**src/rtl/garage_door_ctrl_multi_if.sv**
```systemverilog
// Panel/sensor inputs and motor-driver outputs for an N-bay garage door controller.
//   activate  : per-bay push button (level; rising edge acts)
//   up_max    : per-bay fully-open limit switch
//   dn_max    : per-bay fully-closed limit switch
//   obstruct  : per-bay beam-break sensor, 1 = blocked
//   fault_clr : per-bay fault clear
//   up_m/dn_m : per-bay motor up/down enables
//   stopped   : per-bay door halted mid-travel
//   fault     : per-bay in FAULT
interface garage_door_ctrl_multi_if #(
   parameter int unsigned N_DOORS = 2
);
   logic [N_DOORS-1:0] activate;
   logic [N_DOORS-1:0] up_max;
   logic [N_DOORS-1:0] dn_max;
   logic [N_DOORS-1:0] obstruct;
   logic [N_DOORS-1:0] fault_clr;
   logic [N_DOORS-1:0] up_m;
   logic [N_DOORS-1:0] dn_m;
   logic [N_DOORS-1:0] stopped;
   logic [N_DOORS-1:0] fault;

   // Panel/sensor side
   modport master (
      output activate, up_max, dn_max, obstruct, fault_clr,
      input  up_m, dn_m, stopped, fault
   );

   // Controller side
   modport slave (
      input  activate, up_max, dn_max, obstruct, fault_clr,
      output up_m, dn_m, stopped, fault
   );
endinterface

```
**src/rtl/garage_door_ctrl_multi.sv**
```systemverilog
// Multi-bay garage door controller: one independent Moore FSM per bay with
// edge-triggered activate, stop/resume, obstruction auto-reverse while closing,
// motor run-time watchdog and sticky fault with explicit clear.
// Ports:
//   clk : system clock
//   rst : asynchronous active-low reset
//   bus : garage_door_ctrl_multi_if.slave (inputs activate/up_max/dn_max/
//         obstruct/fault_clr, outputs up_m/dn_m/stopped/fault)
module garage_door_ctrl_multi #(
   parameter int unsigned N_DOORS        = 2,
   parameter int unsigned MAX_RUN_CYCLES = 1000
) (
   input  logic                     clk,
   input  logic                     rst,
   garage_door_ctrl_multi_if.slave  bus
);

   localparam int unsigned CNT_W = $clog2(MAX_RUN_CYCLES + 1);

   localparam logic [2:0] IDLE  = 3'd0;
   localparam logic [2:0] MV_UP = 3'd1;
   localparam logic [2:0] MV_DN = 3'd2;
   localparam logic [2:0] STOP  = 3'd3;
   localparam logic [2:0] FAULT = 3'd4;

   // Count value at which the motor has been on for MAX_RUN_CYCLES cycles
   localparam logic [CNT_W-1:0] T_LAST = CNT_W'(MAX_RUN_CYCLES - 1);

   logic [2:0]         state_q  [N_DOORS];
   logic [2:0]         state_nx [N_DOORS];
   logic [CNT_W-1:0]   timer_q  [N_DOORS];
   logic [CNT_W-1:0]   timer_nx [N_DOORS];
   logic [N_DOORS-1:0] last_dir_q, last_dir_nx;
   logic [N_DOORS-1:0] act_q;
   logic [N_DOORS-1:0] act_p_c;
   logic [N_DOORS-1:0] up_m_q, up_m_nx;
   logic [N_DOORS-1:0] dn_m_q, dn_m_nx;
   logic [N_DOORS-1:0] stopped_q, stopped_nx;
   logic [N_DOORS-1:0] fault_q, fault_nx;

   // Rising edge of activate, acted on in the cycle it is first seen
   assign act_p_c = bus.activate & ~act_q;

   // Per-bay next state, run timer and output decode
   always_comb begin
      up_m_nx     = '0;
      dn_m_nx     = '0;
      stopped_nx  = '0;
      fault_nx    = '0;
      last_dir_nx = last_dir_q;
      for (int i = 0; i < int'(N_DOORS); i++) begin
         state_nx[i] = state_q[i];
         timer_nx[i] = '0;

         if (state_q[i] != FAULT && bus.up_max[i] && bus.dn_max[i]) begin
            state_nx[i] = FAULT;
         end else begin
            case (state_q[i])
               IDLE: begin
                  if (act_p_c[i]) begin
                     // Unknown position defaults to opening
                     state_nx[i] = (bus.up_max[i] && !bus.dn_max[i]) ? MV_DN : MV_UP;
                  end
               end
               MV_UP: begin
                  if (bus.up_max[i]) begin
                     state_nx[i] = IDLE;
                  end else if (timer_q[i] == T_LAST) begin
                     state_nx[i] = FAULT;
                  end else if (act_p_c[i]) begin
                     state_nx[i]    = STOP;
                     last_dir_nx[i] = 1'b1;
                  end
               end
               MV_DN: begin
                  if (bus.dn_max[i]) begin
                     state_nx[i] = IDLE;
                  end else if (bus.obstruct[i]) begin
                     state_nx[i] = MV_UP;
                  end else if (timer_q[i] == T_LAST) begin
                     state_nx[i] = FAULT;
                  end else if (act_p_c[i]) begin
                     state_nx[i]    = STOP;
                     last_dir_nx[i] = 1'b0;
                  end
               end
               STOP: begin
                  if (act_p_c[i]) begin
                     state_nx[i] = last_dir_q[i] ? MV_DN : MV_UP;
                  end
               end
               FAULT: begin
                  if (bus.fault_clr[i]) begin
                     state_nx[i] = IDLE;
                  end
               end
               default: state_nx[i] = IDLE;
            endcase
         end

         // Timer restarts on any entry into a moving state, including reversal
         if ((state_nx[i] == MV_UP || state_nx[i] == MV_DN) && state_nx[i] == state_q[i]) begin
            timer_nx[i] = timer_q[i] + CNT_W'(1);
         end

         up_m_nx[i]    = (state_nx[i] == MV_UP);
         dn_m_nx[i]    = (state_nx[i] == MV_DN);
         stopped_nx[i] = (state_nx[i] == STOP);
         fault_nx[i]   = (state_nx[i] == FAULT);
      end
   end

   // State, timer, edge-detect and registered output decode
   always_ff @(posedge clk or negedge rst) begin
      if (!rst) begin
         for (int i = 0; i < int'(N_DOORS); i++) begin
            state_q[i] <= IDLE;
            timer_q[i] <= '0;
         end
         last_dir_q <= '0;
         act_q      <= '0;
         up_m_q     <= '0;
         dn_m_q     <= '0;
         stopped_q  <= '0;
         fault_q    <= '0;
      end else begin
         for (int i = 0; i < int'(N_DOORS); i++) begin
            state_q[i] <= state_nx[i];
            timer_q[i] <= timer_nx[i];
         end
         last_dir_q <= last_dir_nx;
         act_q      <= bus.activate;
         up_m_q     <= up_m_nx;
         dn_m_q     <= dn_m_nx;
         stopped_q  <= stopped_nx;
         fault_q    <= fault_nx;
      end
   end

   assign bus.up_m    = up_m_q;
   assign bus.dn_m    = dn_m_q;
   assign bus.stopped = stopped_q;
   assign bus.fault   = fault_q;

endmodule

```
**src/flat_wrapper.sv**
```systemverilog
// flat-port wrapper written by rule: the top's interface ports become plain ports
module garage_door_ctrl_multi_flat 
#(
   parameter int unsigned N_DOORS        = 2,
   parameter int unsigned MAX_RUN_CYCLES = 1000
)
  (clk, rst, bus_activate, bus_up_max, bus_dn_max, bus_obstruct, bus_fault_clr, bus_up_m, bus_dn_m, bus_stopped, bus_fault);
  garage_door_ctrl_multi_if #(.N_DOORS(N_DOORS)) bus_i ();
  input  logic clk;
  input  logic rst;
  input wire logic [$bits(bus_i.activate)-1:0] bus_activate;
  input wire logic [$bits(bus_i.up_max)-1:0] bus_up_max;
  input wire logic [$bits(bus_i.dn_max)-1:0] bus_dn_max;
  input wire logic [$bits(bus_i.obstruct)-1:0] bus_obstruct;
  input wire logic [$bits(bus_i.fault_clr)-1:0] bus_fault_clr;
  output wire logic [$bits(bus_i.up_m)-1:0] bus_up_m;
  output wire logic [$bits(bus_i.dn_m)-1:0] bus_dn_m;
  output wire logic [$bits(bus_i.stopped)-1:0] bus_stopped;
  output wire logic [$bits(bus_i.fault)-1:0] bus_fault;
  assign bus_i.activate = bus_activate;
  assign bus_i.up_max = bus_up_max;
  assign bus_i.dn_max = bus_dn_max;
  assign bus_i.obstruct = bus_obstruct;
  assign bus_i.fault_clr = bus_fault_clr;
  assign bus_up_m = bus_i.up_m;
  assign bus_dn_m = bus_i.dn_m;
  assign bus_stopped = bus_i.stopped;
  assign bus_fault = bus_i.fault;
  garage_door_ctrl_multi #(.N_DOORS(N_DOORS), .MAX_RUN_CYCLES(MAX_RUN_CYCLES)) u_core (.clk(clk), .rst(rst), .bus(bus_i));
endmodule
```
**config.mk**
```make
export PLATFORM = sky130hd
export DESIGN_NAME = garage_door_ctrl_multi_flat
export DESIGN_NICKNAME = d
export VERILOG_FILES = /design/src/rtl/garage_door_ctrl_multi_if.sv /design/src/rtl/garage_door_ctrl_multi.sv /design/src/flat_wrapper.sv
export SDC_FILE = /design/constraint.sdc
export NUM_CORES = 1
export LEC_CHECK = 0
export CORE_MARGIN = 2
export CORE_UTILIZATION = 25
export CTS_CLUSTER_DIAMETER = 40
export CTS_CLUSTER_SIZE = 10
export DETAILED_ROUTE_END_ITERATION = 10
export HOLD_SLACK_MARGIN = 0.02
export SLEW_MARGIN = 10
export SYNTH_ARGS = -nofsm -noshare
export SYNTH_HDL_FRONTEND = slang
export SYNTH_SLANG_ARGS = --single-unit
```
**constraint.sdc**
```tcl
create_clock -name clk -period 2.68 [get_ports clk]
set_clock_uncertainty 0.05 [all_clocks]
set_input_delay 0.536 -clock clk [delete_from_list [all_inputs] [get_ports clk]]
set_output_delay 0.536 -clock clk [all_outputs]
set_load 0.02 [all_outputs]
```
==> results of run 1 <==
==> area by class of cell <==
| class | count | area, µm² | share of cell area |
|---|---|---|---|
| Clock inverter | 3 | 68.8 | 0.0245 |
| Clock buffer | 5 | 68.8 | 0.0245 |
| Multi-Input combinational cell | 171 | 1190 | 0.424 |
| Inverter | 8 | 30.0 | 0.0107 |
| Timing Repair Buffer | 41 | 363 | 0.129 |
| Tap cell | 108 | 135 | 0.0481 |
| Sequential cell | 38 | 951 | 0.339 |
==> per-layer routing <==
layer / GRT usage / vias to the layer above
met5: 0 / -
met2: 0.169 / 37
met4: 0.0432 / 0
li1: - / 902
met1: 0.129 / 894
met3: 0.0222 / 6
==> state kept, by name, indices dropped and copies added (netlist names) <==
register	count
u_core.state_q	6
u_core.bus.fault	2
u_core.bus.up_m	2
u_core.bus.dn_m	2
u_core.timer_q	20
u_core.bus.stopped	2
u_core.last_dir_q	2
u_core.act_q	2
==> power by group <==
part / leakage [nW] / internal, mW / switching (mW)
logic: 0.570 / 0.281 / 0.333
clock network: 0.0683 / 0.373 / 0.213
registers: 0.515 / 0.637 / 0.0643
==> through the flow <==
| step | area [µm²] | setup WS, ns | hold WS (ns) | util | total power [mW] |
|---|---|---|---|---|---|
| finish | 2810 | 0.158 | 0.302 | 0.324 | 1.90 |
| global route | 2810 | 0.0676 | 0.360 | 0.324 | 2.02 |
| CTS | 2810 | 0.164 | 0.324 | 0.324 | 1.93 |
| detailed placement | 2670 | -0.149 | 0.413 | 0.308 | 1.32 |
| global placement | 2670 | -0.108 | 0.408 | 0.308 | 1.32 |
| floorplan | 2220 | 0.384 | 0.190 | - | 1.10 |
==> cell usage after synthesis (all sizes together) (3+ instances only) <==
| cell | number |
|---|---|
| dfrtp | 38 |
| nor3 | 23 |
| nor2 | 17 |
| nand2 | 13 |
| a21oi | 11 |
| nand2b | 9 |
| nand3 | 9 |
| inv | 8 |
| xnor2 | 8 |
| xor2 | 8 |
| clkbuf | 5 |
| a31oi | 4 |
| o21ai | 4 |
| or3 | 4 |
| or3b | 4 |
| and2 | 3 |
| and3 | 3 |
| buf | 3 |
| nand4 | 3 |
| nor2b | 3 |
| nor3b | 3 |
| o211ai | 3 |
| o41ai | 3 |
==> worst max-delay path: stages <==
cell and delay [ns]:
sky130_fd_sc_hd__clkdlybuf4s50_1 0.42, sky130_fd_sc_hd__or3b_4 0.41, sky130_fd_sc_hd__a221oi_4 0.31, sky130_fd_sc_hd__a311o_2 0.20
sky130_fd_sc_hd__o311ai_1 0.08, sky130_fd_sc_hd__or3_1 0.35, sky130_fd_sc_hd__buf_4 0.19, sky130_fd_sc_hd__nor3_2 0.18
==> path summary, 6_finish.rpt <==
check                      slack (ns)                      endpoint  cells after the start
max in group asynchronous        1.74   u_core.timer_q[4]$_DFF_PN0_                      1
min in group clk                 0.42  u_core.timer_q[10]$_DFF_PN0_                      1
setup / recovery                 0.16   u_core.timer_q[3]$_DFF_PN0_                      8
setup reg to reg                 0.25   u_core.timer_q[3]$_DFF_PN0_                      7
hold / removal                   0.30   u_core.timer_q[5]$_DFF_PN0_                      1
hold reg to reg                  0.42  u_core.timer_q[10]$_DFF_PN0_                      1
==> logic make-up after synthesis <==
| logic type | share of synthesized area |
|---|---|
| buffers and inverters | 0.0355 |
| multiplexers | 0.00958 |
| flip-flops | 0.428 |
| AO/OA/AOI/OAI | 0.170 |
| adder cells (fa/ha/maj) | 0.0113 |
| XOR/XNOR | 0.0631 |
| AND/OR/NAND/NOR | 0.282 |
==> metrics list, run 1 <==
- Status: finished clean
- Net count reported at finish: 279
* Slew at the pin closest to its max-slew limit: 0.849 ns
- Filler cell count in the final layout: 904
- The share of synthesized area in the top cell type comes to 0.428.
* Leak Pwr: 1.15 nW
* Count of cells resized by post-cts repair: 0
- Clock tree sinks: 38
- The number of clock buffers added by TritonCTS is 5.
- Across all layers, the routed design uses 1839 vias.
- Netlist area before placement: 2220 µm²
- Highest-count cells in the layout ignoring fill and taps: sky130_fd_sc_hd__dfrtp_1 (38), sky130_fd_sc_hd__buf_4 (21), sky130_fd_sc_hd__clkdlybuf4s50_1 (18), sky130_fd_sc_hd__nor2_1 (17), sky130_fd_sc_hd__nor3_1 (14)
* Met2 wire length: 2240 µm
* Proportion of synthesized chip area in sequential cells: 0.428
* Via count of the first global-routing pass: 1842
- For this run, the number of Yosys warnings is 0.
- Relative max-transition margin: 0.434
* Max-cap check violation count: 0
* DP Cell Count: 366
- Biggest area consumer among synthesized cells: sky130_fd_sc_hd__dfrtp_1
- The congestion estimate from routability-driven global placement came to 0.850.
- Post-route DRC: 0
- After synthesis, the share of flip-flops with an asynchronous set or reset is 1.00.
- In this run the count of I/O pins placed on the die edge is 20.
- The critical path in this run is classified as in2reg.
* Number of synthesized register bits: 38
* Floorplan die width: 98.3 µm
* Kind of launch point of the worst setup path: input port
- Buffers inserted to repair hold after CTS numbered 0.
- Post-synthesis average cell area: 9.87 µm²
- No sink is reached through more buffers than the 2 on the longest clock path.
- Number of antenna cells inserted: 0
- After technology mapping, the gate count stands at 225.
- Clock tree from TritonCTS: done
* DR pass1 iterations: 4
- Critical path capture point type: register
* Final period demand of the worst path: 2.52 ns
- The core region is 8680 µm².
- Post-synthesis cell type count: 58
* Count of flip-flops with a built-in enable after synthesis: 0
- Setup repair after global routing missed its margin: false
- Total count of hold-check failures in the final report: 0
- The routed design uses 182 µm of met3 wire.
- Upper clock frequency limit: 396 MHz
- Dividing the detail-routed via count by the number of cells gives 4.92.
- Site Rows: 34
- Chip Height: 98.3 µm
- Area Overhead vs Synth: 26.4%
* Worst R2R Start: u_core.state_q[0]$_DFF_PN0_
- Leaving out fill and tap cells, the most frequent cell in the layout is sky130_fd_sc_hd__dfrtp_1.
- Highest metal layer with signal wires: met4
* Crit path required time: 2.84 ns
- During placement, the flow inserted port buffers numbering 19.
* Worst setup path startpoint: bus_up_max[1]
* Global-route wire length before repair: 8200 µm
- Number of slew-limit violations in the final report: 0
- After the first detailed-routing iteration, the DRC count stood at 125.
* Syn nets: 239
* Aggregate global-route resource usage: 0.102
- Length of routed wiring on met1: 2170 µm
* Buffer type at the clock tree root: sky130_fd_sc_hd__clkbuf_8
- Wirelength per Cell: 12.5 µm
- After legalization and detailed placement, the total HPWL measured 3390 µm.
* Total power per unit cell area: 677 nW/µm²
- The initial antenna violation count came to 0.
* Top fanout value on the critical path: 10
- Aggregate routed wire length: 4690 µm
* Clock network latency to the later pin of the worst-skew pair: 0.29 ns
* Maximum number of pins on one net before global-route repair: 39
- Dominant register cell in the synthesized netlist: sky130_fd_sc_hd__dfrtp_1
- Number of nets still failing antenna checks after routing: 0
- Die outline area: 9650 µm²
- Of the available clock period, the critical path in the final layout requires 0.941.
- Once layout is complete, the cells apart from fillers number 374.
- Setup Buffers After CTS: 0
- Clock-pin slew was measured on the worst setup and hold paths at 0.09 ns.
* Share of post-route cells with drive strength above 1: 0.188
* Max IR drop VDD: 0.237 mV
- For this run the aggregate overflow at the end of global routing stands at 0.
- The path class of the tightest hold or removal check is in2async.
- Number of setup violations in the final report: 0
* Effective utilization at floorplan: 0.256
- Yosys attributes the largest share of cell area to sky130_fd_sc_hd__dfrtp_1 (43%), sky130_fd_sc_hd__nor3_2 (4.1%), sky130_fd_sc_hd__nor3_1 (3.2%), sky130_fd_sc_hd__xnor2_1 (3.2%), sky130_fd_sc_hd__xor2_1 (3.2%).
* Final sum of negative setup slack: 0 ns
- The H-tree was split into 2 levels.
- Arrival time of data at the critical path endpoint: 2.68 ns
Note: power is estimated with default switching activity, not from simulation.
==> inputs of run 2 (changes only) <==
Settings changed: CORE_ASPECT_RATIO set to 0.5, CORE_UTILIZATION 25 to 45.
==> run 2 against run 1 <==
  * Power is 0.21% higher
  * Die area is 43% lower
  * Non-clock buffer count is 2 lower
  * Largest power group unchanged
==> metrics list, run 2 (synthesis gave the netlist of run 1 again) <==
- Critical Path, Cell by Cell: clkdlybuf4s50_1 > or3b_4 > a221oi_4 > a311o_2 > o311ai_1 > or3_1 > buf_4 > nor3_2
* Clk buf depth: 2 (unchanged)
- H-tree depth: 2 (unchanged)
- Clock buffer count from CTS: 5 (unchanged)
- Registers with the most flip-flops: u_core.timer_q (20), u_core.state_q (6)
* Core Footprint: 4570 µm² (-47%)
- The signal arrival time at the worst endpoint was 2.69 ns (about the same).
- Crit path required time: 2.83 ns (about the same)
* Leak Pwr: 1.15 nW (-0.41%)
- Among all stages on the critical path, the largest delay is contributed by sky130_fd_sc_hd__clkdlybuf4s50_1.
- The share of cells above drive strength 1 was 0.182 (-0.00615).
- Status: finished clean
* Final WS setup: 0.140 ns (-0.0181 ns)
- Number of slew-limit violations in the final report: 0 (unchanged)
- Crit share post-route: 0.948 (+0.00676)
- The aggregate routed wire length came to 4400 µm (-6.3%).
* Highest-count cells in the layout ignoring fill and taps: sky130_fd_sc_hd__dfrtp_1 (38), sky130_fd_sc_hd__buf_4 (19), sky130_fd_sc_hd__clkdlybuf4s50_1 (18), sky130_fd_sc_hd__nor2_1 (17), sky130_fd_sc_hd__nor3_1 (14)
- The post-layout instance count excluding filler cells was 330 (-12%).
* Aggregate global-route resource usage: 0.172 (+0.0695)
- Top fanout value on the critical path: 10 (unchanged)
* Effective utilization at floorplan: 0.486 (+0.230)
* Chip Height: 53.7 µm (-45%)
* Upper clock frequency limit: 394 MHz (-0.71%)
- Hold-fix buffers, CTS: 0 (unchanged)
* Number of nets still failing antenna checks after routing: 0 (unchanged)
* 1st-iter DRT viols: 65 (-48%)
- The wire length of the first global-routing pass came to 7290 µm (-11%).
- Kind of launch point of the worst setup path: input port
- Dpl hpwl: 3200 µm (-5.8%)
- The per-cell routed wire length was 13.3 µm (+6.2%).
* Setup repair after global routing missed its margin: false
* Critical path depth in cells: 8 (unchanged)
* Worst-case setup slack after placement: -0.138 ns (+0.0110 ns)
* Reg with most FFs: u_core.timer_q
* CP peak stage delay: 0.42 ns (about the same)
- Startpoint-to-endpoint class of the critical path: in2reg
* Via count of the routed design: 1800 (-2.1%)
- Max IR drop VDD: 0.314 mV (+32%)
- Number of setup violations in the final report: 0 (unchanged)
- The final net count was 277 (-0.72%).
- Final RePlAce weighted congestion: 0.872 (+2.6%)
* Maximum number of pins on one net before global-route repair: 39 (unchanged)
* Buffer type at the clock tree root: sky130_fd_sc_hd__clkbuf_8
- Number of antenna cells inserted: 0 (unchanged)
- Clock network latency to the later pin of the worst-skew pair: 0.28 ns (about the same)
- From synthesis to final layout, the design area changed by 23.6%.
- The normalized max-slew margin was 0.446 (+0.0119).
- Bufs and invs on worst path: 2 (unchanged)
* Final sum of negative setup slack: 0 ns (unchanged)
- The setup fix buffers added after clock tree synthesis came to 0 (unchanged).
- The TritonCTS sink count was 38 (unchanged).
- Clock tree from TritonCTS: done
- DR pass1 iterations: 4 (unchanged)
* Total power per unit cell area: 694 nW/µm² (+2.5%)
- The x dimension of the die was 103 µm (+5.2%).
* Number of top-level pins: 20 (unchanged)
- The DRC violation count after routing is 0 (unchanged).
* Slew at the pin closest to its max-slew limit: 0.831 ns (-0.0178 ns)
- Clock transition at the register clock pins on the worst setup and hold paths after CTS: 0.07 ns (-0.02 ns)
* Die outline area: 5550 µm² (-43%)
- The count of instances resized after the clock tree is built was 0 (unchanged).
- The residual overflow from global routing is 0 (unchanged).
* Number of buffer cells added on primary ports: 19 (unchanged)
- The min-delay analysis places its worst path in the category in2async.
- DP Cell Count: 322 (-12%)
- Cell family with most CP delay: simple AND/OR/NAND/NOR gates
* Total count of hold-check failures in the final report: 0 (unchanged)
* Max reg flops: 20 (unchanged)
* DR vias/cell: 5.45 (+11%)
- The clock period minus final worst setup slack was 2.54 ns (+0.0181 ns).
- The worst setup path is captured at a register.
* Worst Reg2Reg Path Length in Cells: 9 (+2)
* Max-cap check violation count: 0 (unchanged)
- Initial antenna violation count: 0 (unchanged)
- Site Rows: 17 (-50%)
- Final-layout worst hold slack: 0.302 ns (+0.000738 ns)
- Via count of the first global-routing pass: 1637 (-11%)
- Leaving out fill and tap cells, the most frequent cell in the layout is sky130_fd_sc_hd__dfrtp_1.
[run 2: cell count changes in the layout (fill, tap and decap cells not counted), sizes merged]
cell	change
clkbuf	+1
clkinv	-1
buf	-2
[run 2: per-stage QoR]
step	power, mW	instance area, µm²	utilization
global placement	1.32	2600	0.569
CTS	1.93	2750	0.600
global route	2.02	2750	0.600
floorplan	1.10	2220	-
detailed placement	1.32	2600	0.569
finish	1.90	2750	0.600
[run 2: final cells by class]
cell class | count | area (µm²)
Clock buffer | 6 | 82.6
Clock inverter | 2 | 60.1
Fill cell | 419 | 1830
Inverter | 8 | 30.0
Multi-Input combinational cell | 171 | 1190
Sequential cell | 38 | 951
Tap cell | 66 | 82.6
Timing Repair Buffer | 39 | 348
[run 2: path summary, 6_finish.rpt]
kind	startpoint	slack (ns)	endpoint
worst min register to register	u_core.timer_q[10]$_DFF_PN0_	0.42	u_core.timer_q[10]$_DFF_PN0_
min in group clk	u_core.timer_q[10]$_DFF_PN0_	0.42	u_core.timer_q[10]$_DFF_PN0_
max in group asynchronous	rst	1.76	u_core.timer_q[19]$_DFF_PN0_
worst min-delay path	rst	0.30	u_core.act_q[1]$_DFF_PN0_
worst max register to register	u_core.timer_q[0]$_DFF_PN0_	0.28	u_core.timer_q[1]$_DFF_PN0_
worst max-delay path	bus_up_max[1]	0.14	u_core.timer_q[2]$_DFF_PN0_
[run 2: metal layers]
layer  GRT usage  up-vias  routed length [µm]
li1            -      905                   -
met1       0.221      846                2190
met2       0.294       47                1970
met3      0.0390        2                 208
met4      0.0526        0                  19
met5           0        -                   0
[run 2: where the power goes]
| part | leakage (nW) | internal [mW] | switching (mW) |
|---|---|---|---|
| Clock | 0.0714 | 0.397 | 0.198 |
| Combinational | 0.562 | 0.280 | 0.333 |
| Sequential | 0.515 | 0.637 | 0.0606 |
